## config.mk

```make
export PLATFORM = sky130hd
export DESIGN_NAME = barcode_word_assembler_flat
export DESIGN_NICKNAME = d
export VERILOG_FILES = /design/src/rtl/barcode_word_assembler_if.sv /design/src/rtl/barcode_word_assembler.sv /design/src/flat_wrapper.sv
export SDC_FILE = /design/constraint.sdc
export NUM_CORES = 1
export LEC_CHECK = 0
export ABC_AREA = 1
export BUFFER_PORTS_ARGS = -buffer_cell sky130_fd_sc_hd__buf_2
export CAP_MARGIN = 20
export CORE_MARGIN = 5
export CORE_UTILIZATION = 55
export CTS_BUF_LIST = sky130_fd_sc_hd__clkbuf_8
export CTS_CLUSTER_DIAMETER = 40
export DETAILED_ROUTE_END_ITERATION = 8
export GPL_TIMING_DRIVEN = 1
export PLACE_DENSITY = 0.77
export SLEW_MARGIN = 20
export SYNTH_ARGS = -nofsm -noshare
export SYNTH_HDL_FRONTEND = slang
export SYNTH_SLANG_ARGS = --single-unit
```

## constraint.sdc

```tcl
create_clock -name Clk -period 1.94 [get_ports Clk]
set_clock_uncertainty 0.05 [all_clocks]
set_input_delay 0.097 -clock Clk [delete_from_list [all_inputs] [get_ports Clk]]
set_output_delay 0.097 -clock Clk [all_outputs]
set_load 0.03 [all_outputs]
```

## src/rtl/barcode_word_assembler_if.sv

```systemverilog
// Symbol-in / word-out bundle between the barcode reader, the word assembler and its consumer.
interface barcode_word_assembler_if #(parameter int WIDTH = 8);
   logic [1:0]       Y;
   logic             Ready;
   logic [WIDTH-1:0] Word;
   logic             Valid;
   logic             Err;
   logic             Ovr;

   modport master (output Y, Ready, input Word, Valid, Err, Ovr);
   modport slave  (input Y, Ready, output Word, Valid, Err, Ovr);
endinterface

```

## src/rtl/barcode_word_assembler.sv

```systemverilog
// Packs barcode symbols MSB-first into WIDTH-bit words behind a Valid/Ready port.
// Define BARCODE_PARITY_EN to expect a trailing even-parity bit on every frame.
module barcode_word_assembler #(
   parameter int WIDTH = 8
) (
   input  logic                     Clk,
   input  logic                     Rst,
   barcode_word_assembler_if.slave  bus
);
`ifdef BARCODE_PARITY_EN
   localparam int N = WIDTH + 1;
`else
   localparam int N = WIDTH;
`endif
   localparam int            CW       = $clog2(N + 2);
   localparam logic [CW-1:0] CNT_FULL = CW'(N);

   typedef enum logic [1:0] {IDLE, COLLECT, OVERFLOW} state_t;

   state_t           state, state_d;
   logic [CW-1:0]    cnt, cnt_d;
   logic [N-1:0]     sh, sh_d;
   logic [WIDTH-1:0] word, word_d;
   logic             valid, valid_d;
   logic             err, err_d;
   logic             ovr, ovr_d;

   logic             is_bit, is_end, bitv;
   logic             checks_ok, frame_ok, frame_bad;
   logic [WIDTH-1:0] data;

   assign is_bit = bus.Y[1] ^ bus.Y[0];
   assign is_end = &bus.Y;
   assign bitv   = bus.Y[1];
   // Data bits sit at the top of Sh; with parity the last received bit is sh[0].
   assign data   = sh[N-1 -: WIDTH];
`ifdef BARCODE_PARITY_EN
   assign checks_ok = ((^data) == sh[0]);
`else
   assign checks_ok = 1'b1;
`endif

   always_ff @(posedge Clk) begin
      if (Rst) begin
         state <= IDLE;
         cnt   <= '0;
         sh    <= '0;
         word  <= '0;
         valid <= 1'b0;
         err   <= 1'b0;
         ovr   <= 1'b0;
      end else begin
         state <= state_d;
         cnt   <= cnt_d;
         sh    <= sh_d;
         word  <= word_d;
         valid <= valid_d;
         err   <= err_d;
         ovr   <= ovr_d;
      end
   end

   always_comb begin
      state_d   = state;
      cnt_d     = cnt;
      sh_d      = sh;
      frame_ok  = 1'b0;
      frame_bad = 1'b0;
      case (state)
         IDLE: begin
            if (is_bit) begin
               sh_d    = {sh[N-2:0], bitv};
               cnt_d   = CW'(1);
               state_d = COLLECT;
            end else if (is_end) begin
               frame_bad = 1'b1;
            end
         end
         COLLECT: begin
            if (is_bit) begin
               if (cnt == CNT_FULL) begin
                  state_d = OVERFLOW;
               end else begin
                  sh_d  = {sh[N-2:0], bitv};
                  cnt_d = cnt + 1'b1;
               end
            end else if (is_end) begin
               frame_ok  = (cnt == CNT_FULL) && checks_ok;
               frame_bad = !((cnt == CNT_FULL) && checks_ok);
               state_d   = IDLE;
               cnt_d     = '0;
            end
         end
         OVERFLOW: begin
            if (is_end) begin
               frame_bad = 1'b1;
               state_d   = IDLE;
               cnt_d     = '0;
            end
         end
         default: begin
            state_d = IDLE;
            cnt_d   = '0;
         end
      endcase
   end

   // A good frame lands only if the output slot is free or being drained this edge.
   always_comb begin
      word_d  = word;
      valid_d = valid;
      ovr_d   = ovr;
      err_d   = frame_bad;
      if (valid && bus.Ready)
         valid_d = 1'b0;
      if (frame_ok) begin
         if (!valid || bus.Ready) begin
            word_d  = data;
            valid_d = 1'b1;
         end else begin
            ovr_d = 1'b1;
         end
      end
   end

   assign bus.Word  = word;
   assign bus.Valid = valid;
   assign bus.Err   = err;
   assign bus.Ovr   = ovr;
endmodule
```

## src/flat_wrapper.sv

```systemverilog
// flat-port wrapper written by rule: the top's interface ports become plain ports
module barcode_word_assembler_flat 
#(
   parameter int WIDTH = 8
)
  (Clk, Rst, bus_Y, bus_Ready, bus_Word, bus_Valid, bus_Err, bus_Ovr);
  barcode_word_assembler_if #(.WIDTH(WIDTH)) bus_i ();
  input  logic Clk;
  input  logic Rst;
  input wire logic [$bits(bus_i.Y)-1:0] bus_Y;
  input wire logic [$bits(bus_i.Ready)-1:0] bus_Ready;
  output wire logic [$bits(bus_i.Word)-1:0] bus_Word;
  output wire logic [$bits(bus_i.Valid)-1:0] bus_Valid;
  output wire logic [$bits(bus_i.Err)-1:0] bus_Err;
  output wire logic [$bits(bus_i.Ovr)-1:0] bus_Ovr;
  assign bus_i.Y = bus_Y;
  assign bus_i.Ready = bus_Ready;
  assign bus_Word = bus_i.Word;
  assign bus_Valid = bus_i.Valid;
  assign bus_Err = bus_i.Err;
  assign bus_Ovr = bus_i.Ovr;
  barcode_word_assembler #(.WIDTH(WIDTH)) u_core (.Clk(Clk), .Rst(Rst), .bus(bus_i));
endmodule
```

==> flow_results.org, run 1 <==
** Outcome
- The run finished with clean final reports.

** Worst setup path
- R2R setup slack :: between 0.3 and 0.4 ns
- CP endpoint kind :: register
- Category of the critical setup timing path :: register to register
- Of all nets on the critical path, the largest fanout is 9.
- Worst Reg2Reg Path Length in Cells :: 9
- Worst reg2reg path endpoint :: u_core.bus.Word[4]
- The worst setup path is launched from a register.
- Reg-to-Reg Start :: u_core.cnt[0]
- At the worst endpoint, the arrival time is 1.68 ns.
- For the worst setup path, the data required time is 2.06 ns.

** Yosys
- Count of mapped cells out of synthesis :: 162
- Summing every instance area after synthesis gives 1142 um2.
- Post-Syn Area per Cell :: 7.052 um2
- Synthesis produced a netlist with a net count of roughly 170.
- In this run, synthesis produced a sequential element count of 25.
- Count of yosys warnings during synthesis :: 0
- Cell taking the most area after synthesis :: sky130_fd_sc_hd__dfxtp_1
- Top-area cell type share of the netlist area :: 0.4381
- Cell types occupying the most area after synthesis :: sky130_fd_sc_hd__dfxtp_1 44%, sky130_fd_sc_hd__nand2_1 12%, sky130_fd_sc_hd__nor2_1 8.9%
- The number of different library cells used by synthesis comes to 18.
- The share of the Yosys chip area taken by registers is 0.4381.

** Detailed routing
- Total via count after detailed routing :: 1075
- The count of nets left with antenna violations once routing finished came out at 0.
- The first routing iteration left between 40 and 50 violations.
- After detailed routing, the number of remaining DRC violations is 0.
- The pre-antenna-repair detailed-routing pass consisted of 5 iterations.
- In the final routed layout, each cell accounts on average for roughly 11 um.
- Detailed Route WL :: 2.365 mm
- After detailed routing, the number of vias per cell comes to just over 5.

** Min path
- Class of the worst hold path :: input pin to register
- Launch point of the worst hold path :: bus_Y[1]
- For hold timing, the worst endpoint is u_core.data[0].
- Worst hold path stage count :: 3

** Floorplanning
- Pin placement for this block handled 16 I/O pins.
- Floorplan die width :: 55.58 um
- Effective utilization at floorplan :: 0.5823
- The floorplan step defined a die boundary enclosing approximately 3000 um2.
- Die height :: about 56 um
- The core region is 1962 um2.
- Row count :: 16

** Finish
- Fill cell count :: between 150 and 200
- Synth-to-Final Area Change :: 13.80%
- Ratio of cells with drive above 1 in the final layout :: 0.1667
- The final layout contains between 150 and 200 nets.
- Most frequent standard cell in the layout excluding fill and tap cells :: sky130_fd_sc_hd__nand2_1
- Number of inserted diodes :: 0
- Commonest cells after routing, fill and taps aside :: 37 x sky130_fd_sc_hd__nand2_1, 27 x sky130_fd_sc_hd__nor2_1, 25 x sky130_fd_sc_hd__dfxtp_1
- Layout Utilization :: 0.6626

** Global routing
- The first global-routing pass estimated 3.933 mm of wire.
- Via count of the first global-routing pass :: 894
- Number of antenna violations at the first check in global routing :: 0
- Entering global routing, the biggest net connects 17 pins.
- Summed over all layers, the global routing overflow is 0.
- Across every metal layer, demand over resource in global routing totals 0.1576.

** Clocking
- Buffers added to address setup during post-CTS repair amount to 0.
- Cts bufs inserted :: 3
- CTS tree :: built
- In this run, post-CTS repair resized a total of 0 instances.
- Hold repair after CTS inserted 0 buffers.
- Clock H-tree levels :: 1
- Longest Clk Path Bufs :: 2
- Clock tree synthesis selected as its root buffer the cell sky130_fd_sc_hd__clkbuf_8.
- Clk Latency, worst-skew pair :: 0.27 ns
- Counting every sink on the clock net gives 25.
- Clock Pin Slew Worst Setup and Hold Paths :: 0.09 ns

** Timing
- In this run the tightest slew margin relative to its limit is 0.7796.
- Final clock period utilization by the worst path :: 0.8080
- Adding up every negative setup slack in the final design gives 0 ns.
- Number of slew-limit violations in the final report :: 0
- Final hold violation count :: 0
- Setup slack closes at 0.3726 ns.
- At the pin with the least slew margin, the transition time is 0.3293 ns.
- Maximum clock frequency :: 638.0 MHz
- Minimum clock period :: around 1.6 ns
- Setup violations remaining at the end of the flow were counted as 0.
- Setup repair after global routing left no endpoint under its margin.

** Run
- Max-cap violations in this run came to 0.

** Placement
- Prior to clock tree synthesis, the placed netlist has a worst setup slack of 0.3732 ns.
- Summed over all nets, the half-perimeter wirelength after detailed placement is 1.721 mm.
- The congestion estimate from routability-driven global placement came to about 0.86.
- Number of buffer cells added on primary ports :: 15

** Power
- Leak pwr :: slightly below 0.0006 uW
- Dividing total power by cell area gives a power density of roughly 760 nW/um2.
- Worst ir drop on vdd :: 0.5426 mV
- Final total power :: 981.6 uW
worst max path at each step:
| stage | startpoint | to | slack [ns] | cells after the start |
|---|---|---|---|---|
| after global placement | bus_Y[1] | u_core.cnt[1] | 0.42 | 9 |
| after floorplan | u_core.cnt[0] | u_core.cnt[1] | 0.57 | 7 |
| final | u_core.cnt[0] | u_core.bus.Word[4] | 0.37 | 9 |
| after CTS | u_core.cnt[0] | u_core.bus.Word[4] | 0.37 | 9 |
| after detailed placement | bus_Y[0] | u_core.bus.Word[6] | 0.37 | 8 |
| after global routing | u_core.cnt[0] | u_core.bus.Word[4] | 0.22 | 9 |
stage by stage:
stage	cell area, um2	instances	hold WS, ns
3_5_place_dp	1251	203	0.3625
3_3_place_gp	1251	203	0.3638
5_1_grt	1300	207	0.07040
6_report	1300	207	0.07524
2_1_floorplan	1142	162	0.2134
4_1_cts	1300	207	0.06501
power breakdown:
group          switching (uW)  total [uW]  internal [uW]
Clock                     169         315            146
Sequential               13.1         539            526
Combinational            86.5         127           40.9
critical path, cell delays in order, from the launching register on:
cell and delay, ns:
sky130_fd_sc_hd__dfxtp_1 0.37, sky130_fd_sc_hd__inv_1 0.07, sky130_fd_sc_hd__ha_1 0.14, sky130_fd_sc_hd__nand2_1 0.09, sky130_fd_sc_hd__nor2_4 0.14, sky130_fd_sc_hd__nand3_2 0.12, sky130_fd_sc_hd__nor2_4 0.19, sky130_fd_sc_hd__inv_2 0.10
sky130_fd_sc_hd__nor2_1 0.12, sky130_fd_sc_hd__nor2_1 0.07
registers in the layout (all words and copies together) (netlist names):
register	cells
u_core.bus.Word	8
u_core.data	8
u_core.cnt	4
u_core.state	2
u_core.bus.Err	1
u_core.bus.Ovr	1
u_core.bus.Valid	1
synth_stat cells:
cell and number:
sky130_fd_sc_hd__nand2_1 37, sky130_fd_sc_hd__and3_2 1, sky130_fd_sc_hd__inv_2 3, sky130_fd_sc_hd__a31oi_1 2, sky130_fd_sc_hd__o21a_1 1, sky130_fd_sc_hd__nor2_4 2, sky130_fd_sc_hd__nor2_1 27, sky130_fd_sc_hd__nor2_2 1
sky130_fd_sc_hd__inv_1 13, sky130_fd_sc_hd__nand2_2 1, sky130_fd_sc_hd__nand3_2 1, sky130_fd_sc_hd__a21oi_1 14, sky130_fd_sc_hd__o21ai_0 9, sky130_fd_sc_hd__ha_1 4, sky130_fd_sc_hd__dfxtp_1 25, sky130_fd_sc_hd__clkbuf_1 2
sky130_fd_sc_hd__nand3_1 18, sky130_fd_sc_hd__or2_2 1
layer usage:
layer | vias to the layer above | part of all wire | GRT usage
li1 | 562 | - | -
met1 | 469 | 0.47 | 0.2123
met2 | 41 | 0.45 | 0.2348
met3 | 3 | 0.069 | 0.03480
met4 | 0 | 0.014 | 0.07986
met5 | - | 0 | 0
layout make-up:
type                            count  area, um2  share of cell area
Multi-Input combinational cell    119      574.3              0.4418
Sequential cell                    25      500.5              0.3850
Timing Repair Buffer               16      82.58             0.06352
Inverter                           16      60.06             0.04620
Clock buffer                        3      41.29             0.03176
Tap cell                           27      33.78             0.02599
Clock inverter                      1      7.507            0.005775
kinds of logic after synthesis:
logic type               synth area share
AND/OR/NAND/NOR                    0.3406
adder cells (fa/ha/maj)           0.04381
flip-flops                         0.4381
AO/OA/AOI/OAI                      0.1183
buffers and inverters             0.05915
Note: power is estimated with default switching activity, not from simulation.
==> run 2, diff against run 1 <==
Settings changed: ABC_AREA 1 to 0.
Clock period 1.94 ns to 1.6 ns, I/O delays scaled along.
==> run 2 against run 1 <==
Effect of this change: sequential share of layout area fell by 3.2 points; area after synthesis rose by 7.0%; critical endpoint is now u_core.data[1]; core utilization fell by 0.92 points; maximum frequency rose by 7.8%; critical path depth fell by 3; largest power group unchanged; largest cell class unchanged.
==> flow_results.org, run 2 <==
** Clocking
- The tree is rooted in a sky130_fd_sc_hd__clkbuf_8.
- Clock H-tree levels :: 1 (unchanged)
- The clock latency of the later-clocked register in the worst-skew pair is 0.27 ns (about the same).
- The number of buffers between clock root and the deepest sink is 2 (unchanged).
- TritonCTS built the clock tree.
- The number of clock sinks seen by CTS was 25 (unchanged).
- The clock-pin slew on the worst setup and hold paths came to 0.08 ns (about the same).
- The count of hold-fix buffers inserted at cts came to 0 (unchanged).
- Cts bufs inserted :: 3 (unchanged)

** Detailed routing
- The routed via count divided by cell count came to 5.523 (+6.4%).
- Total via count after detailed routing :: 950 (-12%)
- Wire length per cell :: 13.43 um (+18%)
- # DRC :: 0 (unchanged)
- The routed wire length was 2.310 mm (-2.3%).
- Iteration-0 DRC Markers :: 13 (-72%)
- First drt pass iteration count :: 4 (-1)
- The residual antenna-violating net count after detailed routing is 0 (unchanged).

** Power
- Switching power of the nets :: 294.3 uW (+9.6%)
- Leak pwr :: 0.0006080 uW (+2.0%)
- Internal Dissipation :: 898.2 uW (+26%)
- The sequential fraction of design power came to 0.541 (-0.009).
- Combinational share of power :: 0.151 (+0.021)
- The worst-case vdd ir drop came to 0.7862 mV (+45%).
- Final total power :: 1193 uW (+21%)
- The power density of the placed cells is 841.2 nW/um2 (+11%).
- Clock Power Share :: 0.308 (-0.013)
- Switching share of power :: 0.2468 (-0.02677)

** Finish
- Number of inserted diodes :: 0 (unchanged)
- Leaving out fill and tap cells, the most frequent cells in the layout are 25 x sky130_fd_sc_hd__dfxtp_1, 21 x sky130_fd_sc_hd__nand2b_1, 16 x sky130_fd_sc_hd__mux2i_1.
- From synthesis to final layout, the design area changed by 15.97%.
- Final Net Count :: 154 (-19%)
- The fraction of layout instances using a drive strength above 1 is 0.2361 (+0.06944).
- Most frequent standard cell in the layout excluding fill and tap cells :: sky130_fd_sc_hd__dfxtp_1

** Timing
- Hold slack :: 0.05420 ns (-0.02103 ns)
- Final setup violation count :: 0 (unchanged)
- Setup repair after global routing left no endpoint under its margin.
- The final critical delay including setup and external delays is 1.454 ns (-0.1135 ns).
- The portion of the clock cycle consumed by the worst path in the final layout came to 0.9087 (+0.1007).
- Worst rel slew slack :: 0.7313 (-0.04835)
- Number of slew-limit violations in the final report :: 0 (unchanged)
- The maximum clock rate is 687.8 MHz (+7.8%).
- Final hold violation count :: 0 (unchanged)
- The final sum of negative setup slack came to 0 ns (unchanged).
- The transition time at the pin with the least slew margin was 0.4031 ns (+0.07375 ns).

** Worst setup path
- Worst Reg2Reg Path Length in Cells :: 6 (-3)
- The worst setup path is captured at a register.
- Worst reg2reg path endpoint :: u_core.data[1]
- Startpoint class of the critical path :: register
- R2R setup slack :: 0.15 ns (-0.23 ns)
- The arrival time at the worst endpoint came to 1.60 ns (-0.08 ns).
- Max FO, Critical Path :: 8 (-1)
- The critical path is of the register to register type.
- Reg-to-Reg Start :: u_core.cnt[0]
- The required time at the endpoint of the critical path is 1.75 ns (-0.31 ns).

** Yosys
- The post-synthesis instance area came to 1222 um2 (+7.0%).
- The total number of yosys warnings came to 0 (unchanged).
- Count of mapped cells out of synthesis :: 126 (-22%)
- Among all flip-flop cells after synthesis, the most frequent one is sky130_fd_sc_hd__dfxtp_1.
- The commonest cells after synthesis are 25 x sky130_fd_sc_hd__dfxtp_1, 21 x sky130_fd_sc_hd__nand2b_1, 16 x sky130_fd_sc_hd__mux2i_1, 5 x sky130_fd_sc_hd__nand2_1, 5 x sky130_fd_sc_hd__nor2_1.
- The count of flip-flops with a built-in enable after synthesis was 0 (unchanged).
- sky130_fd_sc_hd__dfxtp_1 is the most common cell in the netlist.
- Flop and latch count out of synthesis :: 25 (unchanged)
- Number of unique standard cell types used by synthesis :: 37 (+19)
- The share of async-settable or async-resettable flops after synthesis came to 0 (unchanged).
- The area share of the leading cell type in the synthesized netlist is 0.4094 (-0.02870).
- Post-Syn Area per Cell :: 9.702 um2 (+38%)
- Share of synthesized area occupied by flip-flops and latches :: 0.4094 (-0.02870)
- The post-synthesis net count was 135 (-21%).
- Summed over all instances, the cell type with the most area after synthesis is sky130_fd_sc_hd__dfxtp_1.
- Sorting the synthesized cells by area gives the leading types as sky130_fd_sc_hd__dfxtp_1 41%, sky130_fd_sc_hd__mux2i_1 13%, sky130_fd_sc_hd__nand2b_1 11%.

** Global routing
- The all-layer global routing usage is 0.1549 (-0.002713).
- The met3 capacity usage during global routing came to 0.03846 (+0.003659).
- The met2 capacity usage during global routing is 0.2561 (+0.02132).
- Via count of the first global-routing pass :: 914 (+2.2%)
- Grt ovf :: 0 (unchanged)
- Met1 usage in global routing :: 0.1975 (-0.01474)
- The largest net degree at the start of global routing came to 29 (+12).
- The initial antenna violation count was 0 (unchanged).
- First-pass GRT wire length :: 4.077 mm (+3.7%)
- GR peak layer :: met2

** Placement
- DP Wirelength :: 1.700 mm (-1.2%)
- Weighted congestion at the end of routability-driven global placement :: 0.7431 (-13%)
- The number of buffers added on ports is 15 (unchanged).

** Min path
- The instance count along the most critical hold path was 3 (unchanged).
- Class of the worst hold path :: input pin to register
- The worst hold path begins at bus_Y[1].
- Hold worst-path end :: u_core.data[0]

** Floorplanning
- The number of primary I/O pins was 16 (unchanged).
- The full die area was 3266 um2 (+5.7%).
- The effective utilization at floorplan came to 0.5634 (-0.01883).
- Floorplan die width :: 57.15 um (+2.8%)
- Die height :: 57.15 um (+2.8%)
- The core region area is 2170 um2 (+11%).
- The number of placement rows was 17 (+1).

** Run
- The total of max-cap violations was 0 (unchanged).

** Outcome
- Result of the run :: finished, final reports clean
run 2: cell count changes after synthesis, sizes merged, moves of 2 or more:
cell and change:
nand2 -33, nor2 -25, nand2b +21, mux2i +16, nand3 -16, inv -12
a21oi -9, o21ai -7, buf +5, a221oi +2, a31oi -2, clkbuf +2
nor2b +2, nor3 +2
run 2: layer usage:
| layer | wire (um) | up-vias |
|---|---|---|
| li1 | - | 484 |
| met1 | 1046 | 442 |
| met2 | 1132 | 19 |
| met3 | 101 | 5 |
| met4 | 30 | 0 |
| met5 | 0 | - |
run 2: worst max-delay path, cell delays in order, from the launching register on:
cell                      delay, ns
sky130_fd_sc_hd__dfxtp_1       0.33
sky130_fd_sc_hd__inv_1         0.04
sky130_fd_sc_hd__ha_1          0.22
sky130_fd_sc_hd__and3b_2       0.26
sky130_fd_sc_hd__a21oi_4       0.16
sky130_fd_sc_hd__buf_12        0.15
sky130_fd_sc_hd__mux2i_1       0.18
run 2: timing repair:
action                     4_1_cts  5_1_grt
setup endpoints to repair        0       14
setup buffers                    0        0
gates resized for setup          0        4
run 2: cells by family (layout without fill, tap and decap cells):
family                   count (synthesis)  after routing  share of synthesized area
flip-flops                              25             25                     0.4094
adder cells (fa/ha/maj)                  4              4                    0.04094
multiplexers                            17             17                     0.1402
AO/OA/AOI/OAI                           19             19                     0.1259
AND/OR/NAND/NOR                         48             48                     0.2334
buffers and inverters                   13             31                    0.05015
run 2: power groups by stage:
stage / sequential, uW / combinational, uW / clock [uW]
2_1_floorplan: 665 / 113 / 0
3_3_place_gp: 660 / 171 / 0
5_1_grt: 649 / 196 / 420
6_report: 646 / 180 / 367
3_5_place_dp: 661 / 179 / 0
4_1_cts: 646 / 180 / 383
run 2: final cells by class:
type / count / area [um2]
clock buffer: 3 / 41.29
clock inverter: 1 / 5.005
fill: 167 / 752.0
inverter: 4 / 15.01
multi-input combinational: 88 / 673.1
sequential: 25 / 500.5
tap: 28 / 35.03
timing repair buffer: 23 / 147.6
run 2: worst max-delay path by stage:
stage,cells past startpoint,from,to,slack [ns]
after floorplan,6,u_core.cnt[0],u_core.data[0],0.04
after global placement,5,u_core.cnt[0],u_core.bus.Word[2],0.08
after detailed placement,5,u_core.cnt[0],u_core.bus.Word[2],0.04
after CTS,5,u_core.cnt[1],u_core.bus.Word[3],0.01
after global routing,6,u_core.cnt[0],u_core.data[7],0.02
final,6,u_core.cnt[0],u_core.data[1],0.15
run 2: metrics by stage:
step | instance area [um2] | cells | worst slack [ns] | util
6_report | 1418 | 172 | 0.1461 | 0.6534
5_1_grt | 1418 | 172 | 0.01823 | 0.6534
4_1_cts | 1405 | 172 | 0.01044 | 0.6476
3_5_place_dp | 1359 | 168 | 0.03703 | 0.6263
3_3_place_gp | 1359 | 168 | 0.08289 | 0.6263
2_1_floorplan | 1222 | 126 | 0.04225 | -
==> run 3, diff against run 2 <==
Settings changed: CELL_PAD_IN_SITES_DETAIL_PLACEMENT set to 1, CELL_PAD_IN_SITES_GLOBAL_PLACEMENT set to 1, CORE_UTILIZATION 55 to 45, PLACE_DENSITY 0.77 to not set, PLACE_DENSITY_LB_ADDON set to 0.1.
==> run 3 against run 2 <==
Effect of this change: core utilization fell by 12 points; clock power rose by 1%; global-route usage fell by 0.85 points.
==> flow_results.org, run 3 (synthesis gave the netlist of run 2 again) <==
** Outcome
- The run finished with clean final reports.

** Worst setup path
- The critical path is of the register to register type.
- Crit-path cells :: inv_1 > ha_1 > and3b_2 > a21oi_4 > buf_12 > mux2i_1
- CP max stage delay :: 0.33 ns (about the same)
- STA classifies the critical path endpoint as a register.
- Reg-to-Reg Start :: u_core.cnt[0]
- The arrival time at the worst endpoint was 1.63 ns (+0.03 ns).
- Gate family responsible for the most delay along the worst path :: flip-flops
- The worst setup slack for register-to-register paths was 0.12 ns (-0.03 ns).
- The largest individual stage delay along the critical path comes from the cell sky130_fd_sc_hd__dfxtp_1.
- The worst-path maximum fanout came to 8 (unchanged).
- The required time at the endpoint of the critical path is 1.75 ns (about the same).
- Count of buffer and inverter cells on the critical path :: 2 (unchanged)
- The worst setup path is launched from a register.
- In this run the critical register-to-register path is captured at u_core.data[7].
- The worst reg-to-reg path cell count was 6 (unchanged).

** Detailed routing
- Antenna violation net count after detailed routing :: 0 (unchanged)
- First drt pass iteration count :: 4 (unchanged)
- Iteration-0 DRC Markers :: 40 (+27)
- The met3 routed wirelength was 52 um (-49%).
- The average wire length per cell after detail routing was 14.97 um (+11%).
- The DRC violation count after routing came to 0 (unchanged).
- Detailed Route WL :: 2.680 mm (+16%)
- The routed via count divided by cell count was 5.480 (-0.78%).
- The highest layer touched by signal routing is met4.
- The total number of vias is 981 (+3.3%).
- The routed length on met2 was 1.326 mm (+17%).
- Wl on met1 :: 1.235 mm (+18%)

** Power
- Pwr per Cell Area :: 832.4 nW/um2 (-1.0%)
- The net switching power came to 304.7 uW (+3.5%).
- The worst-case vdd ir drop is 0.6147 mV (-22%).
- Combinational share of power :: 0.156 (+0.005)
- Switching share of power :: 0.2533 (+0.006483)
- The proportion of power drawn by the clock network came to 0.309 (about the same).
- The sequential fraction of design power came to 0.534 (-0.007).
- Leak pwr :: 0.0006285 uW (+3.4%)
- Internal Dissipation :: 898.3 uW (about the same)

** Min path
- Worst hold path stage count :: 3 (unchanged)
- The startpoint identified for the worst hold timing path is bus_Y[1].
- Class of the worst hold path :: input pin to register
- The path with the worst hold slack has its endpoint at u_core.data[0].

** Timing
- RSZ-0062 raised after global routing :: false
- Minimum clock period :: 1.479 ns (+0.02542 ns)
- The maximum clock rate was 676.0 MHz (-1.7%).
- Final clock period utilization by the worst path :: 0.9246 (+0.01589)
- The worst max-slew margin expressed relative to the limit came to 0.7058 (-0.02553).
- The transition time at the pin with the least slew margin was 0.4404 ns (+0.03735 ns).
- The max-slew violation total from the final report came to 0 (unchanged).
- Final total negative setup slack :: 0 ns (unchanged)
- The hold violation total from the final report came to 0 (unchanged).
- Final setup violation count :: 0 (unchanged)

** Finish
- The antenna diode instance count is 0 (unchanged).
- Final std cell area, no fill :: 1445 um2 (+1.9%)
- Ratio of cells with drive above 1 in the final layout :: 0.2432 (+0.007132)
- In the layout the commonest cells are 25 x sky130_fd_sc_hd__dfxtp_1, 21 x sky130_fd_sc_hd__nand2b_1, 16 x sky130_fd_sc_hd__mux2i_1.
- The library cell used most frequently in the layout, excluding fill and tap cells, is sky130_fd_sc_hd__dfxtp_1.
- The number of nets in the final layout is 158 (+2.6%).
- Synth-to-Final Area Change :: 18.22%

** Clocking
- Root buffer selected by CTS :: sky130_fd_sc_hd__clkbuf_8
- The count of hold-fix buffers inserted at cts was 0 (unchanged).
- Clk sinks :: 25 (unchanged)
- The clock latency of the later-clocked register in the worst-skew pair is 0.27 ns (about the same).
- The number of buffers between clock root and the deepest sink is 2 (unchanged).
- The number of buffers inserted during clock tree synthesis was 3 (unchanged).
- The H-tree depth reported by CTS came to 1 (unchanged).
- CTS tree :: built
- Clock Pin Slew Worst Setup and Hold Paths :: 0.09 ns (about the same)

** Run
- The total of max-cap violations was 0 (unchanged).

** Placement
- The detailed placer's ending HPWL was 1.980 mm (+16%).
- The routability congestion estimate came to 0.9028 (+21%).
- Post-Place Cell Area :: 1393 um2 (+2.5%)
- Number of buffer cells added on primary ports :: 15 (unchanged)

** Global routing
- The all-layer global routing usage was 0.1463 (-0.008518).
- The largest net degree at the start of global routing was 29 (unchanged).
- The first-pass GRT wire length is 4.747 mm (+16%).
- The initial antenna violation count was 0 (unchanged).
- Grt ovf :: 0 (unchanged)
- The number of global-route vias before repair came to 1019 (+11%).

** Floorplanning
- Boundary Pins :: 16 (unchanged)
- The overall die height is 62.12 um (+8.7%).
- Effective utilization at floorplan :: 0.4551 (-0.1084)
- Die footprint :: 3859 um2 (+18%)
- Row count :: 19 (+2)
- The chip width came to 62.12 um (+8.7%).
- The core region area was 2686 um2 (+24%).
[run 3: cell count changes in the layout (fill, tap and decap cells not counted)]
| cell | change |
|---|---|
| sky130_fd_sc_hd__buf_4 | +4 |
| sky130_fd_sc_hd__clkinv_2 | -1 |
| sky130_fd_sc_hd__inv_1 | +1 |
| sky130_fd_sc_hd__nor3b_1 | +1 |
| sky130_fd_sc_hd__nor3b_2 | -1 |
[run 3: worst register-to-register path: cells and delay by family (launching register included)]
kind	cells	cell delay, ns
flip-flops	1	0.33
multiplexers	1	0.18
adder cells (fa/ha/maj)	1	0.22
AND/OR/NAND/NOR	1	0.26
buffers and inverters	2	0.20
AO/OA/AOI/OAI	1	0.17
[run 3: worst max path at each step]
stage	from	to	slack, ns	depth (start not counted)
finish	u_core.cnt[0]	u_core.data[7]	0.12	6
global route	u_core.cnt[0]	u_core.data[5]	0.009	6
CTS	u_core.cnt[0]	u_core.bus.Word[7]	0.06	6
detailed placement	u_core.cnt[0]	u_core.bus.Word[2]	0.02	5
global placement	bus_Y[0]	u_core.cnt[0]	0.09	6
floorplan	u_core.cnt[0]	u_core.data[0]	0.04	6
[run 3: metrics by stage]
step,util,setup WS [ns],instances,hold slack (ns),total power [uW]
6_report,0.5380,0.1207,179,0.05679,1203
5_1_grt,0.5380,0.009061,179,0.04849,1268
4_1_cts,0.5356,0.06447,179,0.05218,1218
3_5_place_dp,0.5184,0.01585,175,0.3427,846.3
3_3_place_gp,0.5184,0.08950,175,0.3235,838.3
2_1_floorplan,-,0.04225,126,0.1857,778.2
[run 3: routing by layer]
layer  up-vias  GRT usage
met5         -          0
met4         0    0.07046
met3         7    0.02342
met2        15     0.2409
met1       472     0.1836
li1        487          -
[run 3: layout make-up]
class | count | area (um2)
Timing Repair Buffer | 27 | 177.7
Sequential cell | 25 | 500.5
Fill cell | 317 | 1241
Tap cell | 31 | 38.79
Clock buffer | 3 | 41.29
Clock inverter | 1 | 3.754
Multi-Input combinational cell | 88 | 668.1
Inverter | 4 | 15.01
[run 3: what timing repair did]
action | in CTS | in global routing
pin swaps | 0 | 0
gates resized for setup | 1 | 2
setup endpoints to repair | 2 | 5
setup buffers | 0 | 0
[run 3: power by group through the flow]
stage | combinational [uW] | clock [uW] | sequential (uW)
2_1_floorplan | 113 | 0 | 665
3_3_place_gp | 181 | 0 | 657
3_5_place_dp | 189 | 0 | 658
4_1_cts | 190 | 385 | 643
5_1_grt | 207 | 416 | 645
6_report | 188 | 372 | 643
